===== src/rtl/fifo_pkg.sv =====
// Shared constants and buffer-state encoding for the FIFO-to-stream reader.
// Latency: none (types and constants only). Backpressure: not applicable.
package fifo_pkg;
    localparam int BUF_DEPTH = 2;
    localparam int CNT_W     = 16;

    typedef enum logic [1:0] {
        EMPTY = 2'd0,
        ONE   = 2'd1,
        TWO   = 2'd2
    } buf_state_t;
endpackage


===== src/rtl/stream_skid_buf.sv =====
// Two-entry ordered buffer; the head is always a register, never the push data.
// Latency: push visible at head 1 cycle later. Backpressure: caller must not push when full.
module stream_skid_buf
    import fifo_pkg::*;
#(
    parameter int WIDTH = 8
) (
    input  logic             clk,
    input  logic             rst_n,
    input  logic             push,
    input  logic [WIDTH-1:0] push_dat,
    input  logic             pop,
    output logic [WIDTH-1:0] head,
    output logic [1:0]       held
);
    logic [WIDTH-1:0] mem [BUF_DEPTH];
    logic             wr_ptr;
    logic             rd_ptr;
    buf_state_t       state;

    always_ff @(posedge clk) begin
        if (!rst_n) begin
            state  <= EMPTY;
            wr_ptr <= 1'b0;
            rd_ptr <= 1'b0;
            mem[0] <= '0;
            mem[1] <= '0;
        end else begin
            if (push) begin
                mem[wr_ptr] <= push_dat;
                wr_ptr      <= ~wr_ptr;
            end
            if (pop) begin
                rd_ptr <= ~rd_ptr;
            end
            // Simultaneous push and pop leaves the occupancy unchanged.
            case ({push, pop})
                2'b10:   state <= (state == EMPTY) ? ONE : TWO;
                2'b01:   state <= (state == TWO) ? ONE : EMPTY;
                default: state <= state;
            endcase
        end
    end

    assign head = mem[rd_ptr];
    assign held = state;
endmodule


===== src/rtl/fifo_stream_reader.sv =====
// Turns a 1-cycle-latency FIFO read port into a valid/ready stream; FIFO_STREAM_READER_CNT_EN adds word_count.
// Latency: 2 cycles from fifo_empty falling to m_valid. Backpressure: reads stop once buffer plus in-flight reach 2.
module fifo_stream_reader
    import fifo_pkg::*;
#(
    parameter int WIDTH = 8
) (
    input  logic             clk,
    input  logic             rst_n,
    input  logic [WIDTH-1:0] fifo_data,
    input  logic             fifo_empty,
    output logic             fifo_rd_en,
    output logic [WIDTH-1:0] m_data,
    output logic             m_valid,
    input  logic             m_ready
`ifdef FIFO_STREAM_READER_CNT_EN
    ,
    output logic [CNT_W-1:0] word_count
`endif
);
    logic       inflight;
    logic [1:0] held;
    logic       pop;
    logic [2:0] occ_after_pop;

    assign m_valid = rst_n && (held != 2'd0);
    assign pop     = m_valid && m_ready;

    // Counting the word leaving this cycle lets streaming sustain one read per cycle.
    assign occ_after_pop = {1'b0, held} + {2'b00, inflight} - {2'b00, pop};
    assign fifo_rd_en    = rst_n && !fifo_empty && (occ_after_pop < 3'(BUF_DEPTH));

    always_ff @(posedge clk) begin
        if (!rst_n) begin
            inflight <= 1'b0;
        end else begin
            inflight <= fifo_rd_en;
        end
    end

    stream_skid_buf #(
        .WIDTH (WIDTH)
    ) u_buf (
        .clk      (clk),
        .rst_n    (rst_n),
        .push     (inflight),
        .push_dat (fifo_data),
        .pop      (pop),
        .head     (m_data),
        .held     (held)
    );

`ifdef FIFO_STREAM_READER_CNT_EN
    always_ff @(posedge clk) begin
        if (!rst_n) begin
            word_count <= '0;
        end else if (pop) begin
            word_count <= word_count + 1'b1;
        end
    end
`endif
endmodule

===== config.mk =====
export PLATFORM = sky130hd
export DESIGN_NAME = fifo_stream_reader
export DESIGN_NICKNAME = d
export VERILOG_FILES = /design/src/rtl/fifo_pkg.sv /design/src/rtl/stream_skid_buf.sv /design/src/rtl/fifo_stream_reader.sv
export SDC_FILE = /design/constraint.sdc
export NUM_CORES = 1
export LEC_CHECK = 0
export CORE_ASPECT_RATIO = 1.5
export CORE_UTILIZATION = 35
export DETAILED_ROUTE_END_ITERATION = 16
export GPL_ROUTABILITY_DRIVEN = 0
export GPL_TIMING_DRIVEN = 0
export PLACE_DENSITY_LB_ADDON = 0.08
export SLEW_MARGIN = 0
export SYNTH_ARGS = -nofsm -noshare
export SYNTH_HDL_FRONTEND = slang
export SYNTH_SLANG_ARGS = --single-unit

===== constraint.sdc =====
create_clock -name clk -period 3.51 [get_ports clk]
set_input_delay 1.053 -clock clk [delete_from_list [all_inputs] [get_ports clk]]
set_output_delay 1.053 -clock clk [all_outputs]
set_load 0.01 [all_outputs]

==> results of run 1 <==
## stage by stage
| stage | hold slack [ns] | instance area (um^2) |
|---|---|---|
| 5_1_grt | 0.518 | 1410 |
| 3_5_place_dp | 0.485 | 1310 |
| 3_3_place_gp | 0.464 | 1310 |
| 4_1_cts | 0.498 | 1380 |
| 6_report | 0.491 | 1410 |
| 2_1_floorplan | 0.456 | 1070 |
## layout by cell type, fill, tap and decap left out, drive strengths merged, types with 3 or more instances in the layout
cell type,n
inv,3
edfxtp,16
clkdlybuf4s50,18
nand2b,4
clkbuf,4
dfxtp,6
nor2,16
nand2,13
mux2,8
buf,11
## power by group
group / internal (mW) / leakage [nW] / switching [mW]
combinational: 0.110 / 0.316 / 0.0827
clock: 0.0999 / 0.0288 / 0.0768
sequential: 0.310 / 0.217 / 0.0162
## flip-flops by register name (all words and copies together), names as in the netlist, named ones only
signal,cells
u_buf.rd_ptr,1
u_buf.mem,16
inflight,1
u_buf.wr_ptr,1
u_buf.held,2
## area by class of cell
cell class | count | area (um^2) | area share
buffer | 4 | 35.0 | 0.0248
multi-input combinational | 59 | 425 | 0.301
tap | 37 | 46.3 | 0.0327
sequential | 22 | 601 | 0.425
timing repair buffer | 26 | 240 | 0.170
clock buffer | 4 | 55.1 | 0.0389
inverter | 3 | 11.3 | 0.00796
## worst min-delay path, stage by stage, from the launching register on
cell,delay [ns]
dfxtp_1,0.31
nand2_1,0.07
mux2i_1,0.07
## logic make-up (layout without fill, tap and decap cells)
kind of cell	Yosys count	count (layout)	share of synthesized area
and+or+nand+nor	39	39	0.168
DFF	22	22	0.593
muxes	10	10	0.109
buffers and inverters	7	37	0.0333
AOI/OAI and AO/OA	5	5	0.0358
adders and majority gates	3	3	0.0444
xor gates and xnor gates	2	2	0.0173
## per-layer routing
| metal | global-route usage | share of wire | wire length [um] | up-vias |
|---|---|---|---|---|
| met1 | 0.134 | 0.36 | 642 | 355 |
| li1 | - | - | - | 359 |
| met5 | 0 | 0 | 0 | - |
| met3 | 0.0185 | 0.033 | 59 | 5 |
| met4 | 0.0662 | 0.022 | 40 | 0 |
| met2 | 0.252 | 0.59 | 1060 | 15 |
## worst paths after layout
check / startpoint / to / slack, ns / cells past startpoint
worst max-delay path: rst_n / fifo_rd_en / -0.14 / 9
worst min-delay path: u_buf.rd_ptr / u_buf.rd_ptr / 0.49 / 2
worst max register to register: u_buf.held[1] / inflight / 1.53 / 7
worst min register to register: u_buf.rd_ptr / u_buf.rd_ptr / 0.49 / 2
## timing repair
| item | in CTS | in global routing |
|---|---|---|
| endpoints found under the setup margin | 1 | 1 |
| buffers inserted | 2 | 4 |
| hold buffers | 0 | 0 |
| gates cloned | 0 | 0 |
| pin swaps | 4 | 4 |
| gates resized for setup | 6 | 1 |
==> impl_metrics.json, run 1 <==
{
  "outcome": "finished with violations",
  "violations": "setup timing",
  "yosysSeqAreaShare": 0.593,
  "synth_top_area_frac": 0.474,
  "required_ns": 2.46,
  "clock_skew_ns": 0.00317,
  "numPortBuffers": 20,
  "drt-total-wl_um": 1800,
  "start_util": 0.375,
  "worst_slew_pin_slew_ns": 0.414,
  "yosys_warnings": 0,
  "dieArea_um2": 3120,
  "grt_pass1_wl_um": 2910,
  "grt_use_total": 0.133,
  "path_max_fanout": 4,
  "hp-class": "reg -> reg",
  "ys_ff_latch": 22,
  "fin_ws_ns": -0.140,
  "antenna_found_initial": 0,
  "critPathBufInv": 2,
  "hpwlAfterDp_um": 1270,
  "place_inst": 145,
  "areaGrowthSynthToFinish_pct": 39.5,
  "clock_sink_count": 22,
  "fin_crit_sh": 1.04,
  "ctsHtreeMaxLevel": 1,
  "cts_buffers": 3,
  "pre_cts_ws_ns": -0.819,
  "fin_setup_tns_ns": -0.140,
  "clk_pin_slew_ns": 0.08,
  "core_area_um2": 2710,
  "period_needed_ns": 3.65,
  "fin_nets": 134,
  "dr_total_vias": 734,
  "synthArstFlopShare": 0,
  "power_mw": 0.696,
  "syn_inst": 88,
  "max_slew_margin": 0.721,
  "synth_commonest_cells": "edfxtp_1, nor2_1, nand2_1, mux2_2, dfxtp_1",
  "grt_overflow": 0,
  "cp-end-kind": "primary output",
  "num_antenna_cells": 0,
  "hold_viol": 0,
  "vdd_ir_drop_max_mv": 0.243,
  "ys.flop_type": "edfxtp_1",
  "insertion_delay_ns": 0.26,
  "drive_gt1_frac": 0.263,
  "fillers": 261,
  "ant_nets": 0,
  "synth_cell_types": 23,
  "slew_viol_final": 0,
  "cts_buffer_depth": 2,
  "num_io_pins": 22,
  "fp-row-count": 23,
  "tritoncts": "built",
  "p_per_area_nw_per_um2": 492,
  "post_drt_via_cell_ratio": 4.74,
  "p_leak_nw": 0.561,
  "synth_area_leaders": "edfxtp_1, dfxtp_1, mux2_2",
  "first_pass_iters": 4,
  "critPathKind": "in -> out",
  "route.detailed.drc": 0,
  "arrival_ns": 2.60,
  "syn_nets": 103,
  "avgSynthCellArea_um2": 11.5,
  "setup_violations": 1,
  "cp_slowest_stage_delay_ns": 0.37,
  "rsz0062_at_grt": "true",
  "cp_top_family": "adder cells",
  "path_cells": "buf_12 -> o21a_1 -> and2_4 -> ha_4 -> nand2b_4 -> fa_2 -> xor2_2 -> nor3_4 -> buf_2",
  "drv_cap": 0,
  "chipWidth_um": 45.9,
  "grt_pass1_vias": 703,
  "max_freq_mhz": 274,
  "crit_path_start_kind": "input pin",
  "synth_edf_count": 16,
  "root_buffer": "clkbuf_8",
  "yosys.area.top_type": "edfxtp_1",
  "drt-initial-drc-count": 18,
  "die_y_um": 67.9,
  "slowest_stage": "fa_2",
  "grt_max_degree": 13,
  "synth_area_um2": 1010,
  "wire_per_inst_um": 11.6,
  "finalNonFillerCells": 155,
  "fin_util": 0.523
}
Note: power is estimated with default switching activity, not from simulation.
==> inputs of run 2 (changes only) <==
--- a/config.mk
+++ b/config.mk
@@ -5,6 +5,7 @@
 export SDC_FILE = /design/constraint.sdc
 export NUM_CORES = 1
 export LEC_CHECK = 0
+export CAP_MARGIN = 20
 export CORE_ASPECT_RATIO = 1.5
 export CORE_UTILIZATION = 35
 export DETAILED_ROUTE_END_ITERATION = 16
==> results of run 2 <==
Final layout, timing and power as in run 1 (identical DEF).
==> inputs of run 3 (changes only) <==
--- a/config.mk
+++ b/config.mk
@@ -16,3 +16,4 @@
 export SYNTH_ARGS = -nofsm -noshare
 export SYNTH_HDL_FRONTEND = slang
 export SYNTH_SLANG_ARGS = --single-unit
+export TNS_END_PERCENT = 5
==> results of run 3 <==
Final layout, timing and power as in run 1 (identical DEF).
